`src/rtl/demux1t8_32_reg.sv`:
```
// Registered 1-to-8 word distributor: writes D into one of eight holding
// registers, chosen by explicit select or an auto-incrementing pointer.
module demux1t8_32_reg #(
  parameter int                DATA_W = 32,
  parameter logic [DATA_W-1:0] INIT   = '0
) (
  input  logic              clk,
  input  logic              rst,
  input  logic [DATA_W-1:0] D,
  input  logic [2:0]        s,
  input  logic              we,
  input  logic              auto,
  output logic [DATA_W-1:0] O0,
  output logic [DATA_W-1:0] O1,
  output logic [DATA_W-1:0] O2,
  output logic [DATA_W-1:0] O3,
  output logic [DATA_W-1:0] O4,
  output logic [DATA_W-1:0] O5,
  output logic [DATA_W-1:0] O6,
  output logic [DATA_W-1:0] O7,
  output logic [2:0]        ptr,
  output logic [7:0]        upd,
  output logic              wrap
);

  logic [DATA_W-1:0] regs [8];
  logic [2:0]        tgt;

  assign tgt = auto ? ptr : s;

  // NOTE: all state uses non-blocking assignments so every flop samples the
  // pre-edge values of ptr and the inputs, regardless of statement order.
  always_ff @(posedge clk) begin
    if (rst) begin
      // NOTE: the holding registers are reset because downstream selectors
      // read them directly; eight words is small enough that this is cheap.
      for (int i = 0; i < 8; i++) regs[i] <= INIT;
      ptr  <= '0;
      upd  <= '0;
      wrap <= 1'b0;
    end else begin
      upd  <= '0;
      wrap <= 1'b0;
      if (we) begin
        regs[tgt] <= D;
        upd       <= 8'b1 << tgt;
        // An explicit write also reseats the pointer just past its target.
        ptr       <= tgt + 3'd1;
        wrap      <= auto && (ptr == 3'd7);
      end
    end
  end

  assign O0 = regs[0];
  assign O1 = regs[1];
  assign O2 = regs[2];
  assign O3 = regs[3];
  assign O4 = regs[4];
  assign O5 = regs[5];
  assign O6 = regs[6];
  assign O7 = regs[7];

endmodule

```
`config.mk`:
```
export PLATFORM = sky130hd
export DESIGN_NAME = demux1t8_32_reg
export DESIGN_NICKNAME = d
export VERILOG_FILES = /design/src/rtl/demux1t8_32_reg.sv
export SDC_FILE = /design/constraint.sdc
export NUM_CORES = 1
export LEC_CHECK = 0
export CORE_MARGIN = 1
export CORE_UTILIZATION = 50
export DETAILED_ROUTE_END_ITERATION = 6
export PLACE_DENSITY = 0.92
export SLEW_MARGIN = 20
export SYNTH_ARGS = -nofsm -noshare
export SYNTH_HDL_FRONTEND = slang
export SYNTH_SLANG_ARGS = --single-unit
```
`constraint.sdc`:
```
create_clock -name clk -period 7 [get_ports clk]
set_input_delay 1.05 -clock clk [delete_from_list [all_inputs] [get_ports clk]]
set_output_delay 1.05 -clock clk [all_outputs]
set_load 0.005 [all_outputs]
```
======== Word level (Yosys, flattened, before mapping) ========
Memory sizes are Yosys's and may differ from the RTL's.
Index checks and enable logic that the tools add are counted.
word-level totals
  flip-flop bits (word level) ............. 12
  memories kept ........................... 1
  memory bits (writable) .................. 256
operators by class
  shift-type cells ........................ 1
  add/subtract/negate cells ............... 1
  equality and inequality tests ........... 1
  reductions and logical operators ........ 3
  multiplexer cells ....................... 9
  bitwise logic cells ..................... 1
memory list
  name  depth  width  rd ports  clocked after memory_dff  wr ports  RTL line  text
  regs  8      32     8         0                         8         26        logic [DATA_W-1:0] regs [8];
operator list
  cell                 number
  $mux 32              1
  $reduce_or 32->1     1
  $shl 1x3->8 const A  1
  $mux 1               6
  $mux 3               2
  $add 3x1->3 const B  1
  $eq 3x3->1 const B   1
  $reduce_or 2->1      1
  $logic_and 1x1->1    1
  $not 1->1            1

======== Logic depth before layout (Yosys ltp) ========
  depth in word-level cells ............... 5
  gate-level depth with buffers ........... 9

======== Worst setup path before layout ========
OpenSTA, ideal clock, no wires.
  path kind ............................... input-to-reg
  start ................................... in auto
  end ..................................... mem regs[0][0] (enable)
  slack ................................... 2.417 ns
  cell stages on the path ................. 5
  buffers on the path ..................... 2
  data required time ...................... 6.534 ns
  arrival time ............................ 4.117 ns
  path through ............................ buf_4 -> mux2i_2 -> buf_6 -> nand2_1 -> o21ai_0
RTL lines
  item                RTL line  text
  start: declaration  12        input logic auto,
  end: declaration    26

==> summary.txt <==
Final layout
  – Fillers: 1172
  – Design area: 14400 µm²
  – Antenna Cells: 0
  – Area grow syn2layout: 44.35%
  – Layout cells sized above 1: 0.06646
  – Register Area: 7928 µm²
  – Multi-input logic area: 1966 µm²
  – Nets: 1003

Placed design
  – Placed inst area: 13310 µm²
  – Routability-driven placement congestion ratio: 0.8943
  – Hpwl dp: 18810 µm
  – Port Buffers: 306

Timing
  – RSZ-0062 raised after global routing: no
  – Setup TNS: 0 ns
  – Slew HR: 0.3805
  – Max Freq: 0.2683 GHz
  – Max Slew Vio Count: 0
  – Least-Margin Pin Slew: 0.9273 ns
  – # setup viols final: 0
  – Fin Clk Skew: 0.01967 ns
  – Final Hold Fails: 0
  – Crit path time final: 3.727 ns
  – Fin Hold WS: 0.5187 ns
  – Final critical-path share of the clock period: 0.5324

Global routing
  – Global-route wire length before repair: 40450 µm
  – Largest net degree at the start of global routing: 42
  – GR Overflow Total: 0
  – Total GRT Usage: 0.2747
  – Antenna violations before repair: 0
  – Vias in the first global route: 6408

Power
  – Total power draw: 3.741 mW
  – Sequential cell fraction of total power: 0.499
  – Internal power: 2.956 mW
  – Sw frac: 0.2099
  – Combinational Power Share: 0.089
  – Leak: 5.207 nW
  – Switching power total: 0.7850 mW
  – Clock share of power: 0.412
  – VDD IR max: 0.1870 mV
  – Pwr dens: 259.8 nW/µm²

Logic synthesis
  – Largest cells by area after synthesis: edfxtp_1 (77%), and2_1 (8.5%), nor2_1 (4.9%)
  – Average size of a mapped cell: 15.25 µm²
  – Cells after Synth: 654
  – Synth Area in Adders: 0.005018
  – #FFs+latches synth: 268
  – Sequential share of the synthesized area: 0.7949
  – Mux cell area share after synthesis: 0.005395
  – Xor and xnor area share after synthesis: 0
  – Top cell type's share of synthesized area: 0.7708
  – Post-synth top area cell: edfxtp_1
  – Library cells used by synthesis: 29
  – Syn Nets: 697
  – Yosys warns: 0
  – Largest family of logic cells by synthesized area: simple AND/OR/NAND/NOR gates
  – Simple-Gate Fraction of Synth Area: 0.1685
  – Synthesized area: 9973 µm²
  – Complex-gate fraction of the synthesized area: 0.009284

Clock network
  – Buffer count from post-CTS setup fixing: 0
  – CTS Buffer Depth: 3
  – Post-CTS sizing: 0
  – Clock Pin Slew Worst Setup and Hold Paths: 0.06 ns
  – CTS sink cnt: 268
  – CTS tree: done
  – H-tree depth: 1
  – CTS root buffer: clkbuf_16
  – CTS Hold Bufs: 0
  – Cts bufs inserted: 26
  – Clk_lat worst skew: 0.52 ns

Outcome
  – Status: completed

Detailed routing
  – Via count: 6578
  – Post-route ant nets: 0
  – TritonRoute pass-1 iters: 5
  – Vias per std cell: 5.292
  – Post-Route WL: 28560 µm
  – Post-route DRC: 0
  – DR WL/cell: 22.98 µm
  – DR iter-0 viols: 598

Worst setup path
  – R2R setup slack: 4.41 ns
  – Startpoint types: primary input
  – CP Max Fanout: 41
  – Req. time, crit path: 7.21 ns
  – R2r startpoint: ptr[0]
  – WP data arrival: 3.94 ns
  – R2r worst-path depth: 4
  – CP endpoint kind: register
  – Setup CP Type: in -> reg
  – R2R Path End: regs[5][26]

Floorplanning
  – Die X: 143.2 µm
  – Die Y: 143.2 µm
  – Die Area: 20510 µm²
  – Core area: 19530 µm²
  – I/O Pins: 307
  – Row count: 51
  – Starting Density: 0.5108

Hold path
  – Worst hold endpoint: wrap
  – HP Class: reg -> reg
  – Worst hold start: ptr[0]
  – Hold Crit Depth: 2

Job
  – MaxCap Viol Count: 0
[routing by layer]
layer  up-vias  global-route usage  part of all wire
met5         -                   0                 0
met4         0             0.09574             0.031
met3        61             0.05097             0.086
met2       405              0.4886              0.52
met1      3210              0.3354              0.36
li1       2902                   -                 -
[layout make-up]
| cell class | count | share of cell area |
|---|---|---|
| repair buffers | 315 | 0.2238 |
| clock buffers | 31 | 0.04797 |
| clock inverters | 15 | 0.01721 |
| multi-input cells | 346 | 0.1365 |
| inverters | 3 | 0.0007822 |
| flip-flops and latches | 268 | 0.5507 |
| well taps | 265 | 0.02303 |
[layout by cell type (no fill, tap or decap)]
cell             netlist  routed
clkinv_2               0       2
dfxtp_1               12      12
a32o_1                 1       1
nand2b_1               4       4
bufinv_16              0       7
nor2b_1                2       1
clkbuf_16              0      27
mux2i_4                0       1
a211oi_4               1       4
o21ai_4                0       4
inv_1                  3       3
clkdlybuf4s50_1        0     306
nor3_1                 1       1
or3b_1                 3       3
or3_1                  1       1
buf_6                  1       3
or3b_2                 1       1
nor2b_4                0       1
or2_2                  4       4
nand3b_1               3       3
nor2_1               131     131
ha_1                   4       4
clkbuf_1              29       4
and3_1                 4       4
clkinv_1               0       5
clkinv_4               0       1
buf_4                  1       2
a21oi_1                1       1
buf_16                 0       4
and2_1               136     132
nand2_1                3       3
mux2i_1                4       4
edfxtp_1             256     256
nand3_1               34      34
and2_2                 0       4
[through the flow]
stage / setup WS (ns) / std cells / utilization
floorplan: 2.417 / 654 / -
global placement: 2.459 / 1190 / 0.6819
detailed placement: 2.306 / 1190 / 0.6819
CTS: 2.798 / 1236 / 0.7299
global route: 3.139 / 1243 / 0.7373
finish: 3.273 / 1243 / 0.7373
[Yosys cell counts, drive strengths merged]
master / count
nand3b: 3
a32o: 1
clkbuf: 32
a21oi: 1
or2: 4
dfxtp: 12
nand3: 34
edfxtp: 256
ha: 4
nor2b: 2
o21ai: 4
nand2b: 4
a211oi: 4
or3b: 4
and2: 136
inv: 3
and3: 4
or3: 1
nand2: 3
nor3: 1
buf: 5
mux2i: 5
nor2: 131
[sequential cells by signal, summed over array words and instances, names as in the netlist]
register  flops
wrap          1
upd           8
ptr           3
regs        256
[power groups by stage]
stage / Clock [mW] / Sequential, mW / Combinational [mW]
6_report: 1.54 / 1.87 / 0.331
5_1_grt: 1.60 / 1.87 / 0.350
4_1_cts: 1.54 / 1.87 / 0.324
3_5_place_dp: 0 / 1.90 / 0.321
3_3_place_gp: 0 / 1.90 / 0.311
2_1_floorplan: 0 / 1.90 / 0.0849
[worst max-delay path, cell delays in order]
cell	delay, ns
clkdlybuf4s50_1	0.83
mux2i_4	0.32
buf_4	0.49
nand2_1	0.38
o21ai_4	0.60
buf_16	0.23
[worst max-delay path by stage]
stage / start / end / cells past startpoint
after detailed placement: auto / regs[1][9] / 5
after floorplan: auto / regs[0][0] / 5
after CTS: auto / regs[5][7] / 5
after global routing: auto / regs[0][22] / 6
final: auto / regs[0][17] / 6
after global placement: auto / regs[5][9] / 5
[cells by family (layout without fill, tap and decap cells)]
group / after synthesis / after routing
buffers and inverters: 40 / 364
AND/OR/NAND/NOR: 327 / 327
AO/OA/AOI/OAI: 10 / 10
adder cells (fa/ha/maj): 4 / 4
multiplexers: 5 / 5
flip-flops: 268 / 268
(Power assumes the default switching activity.)
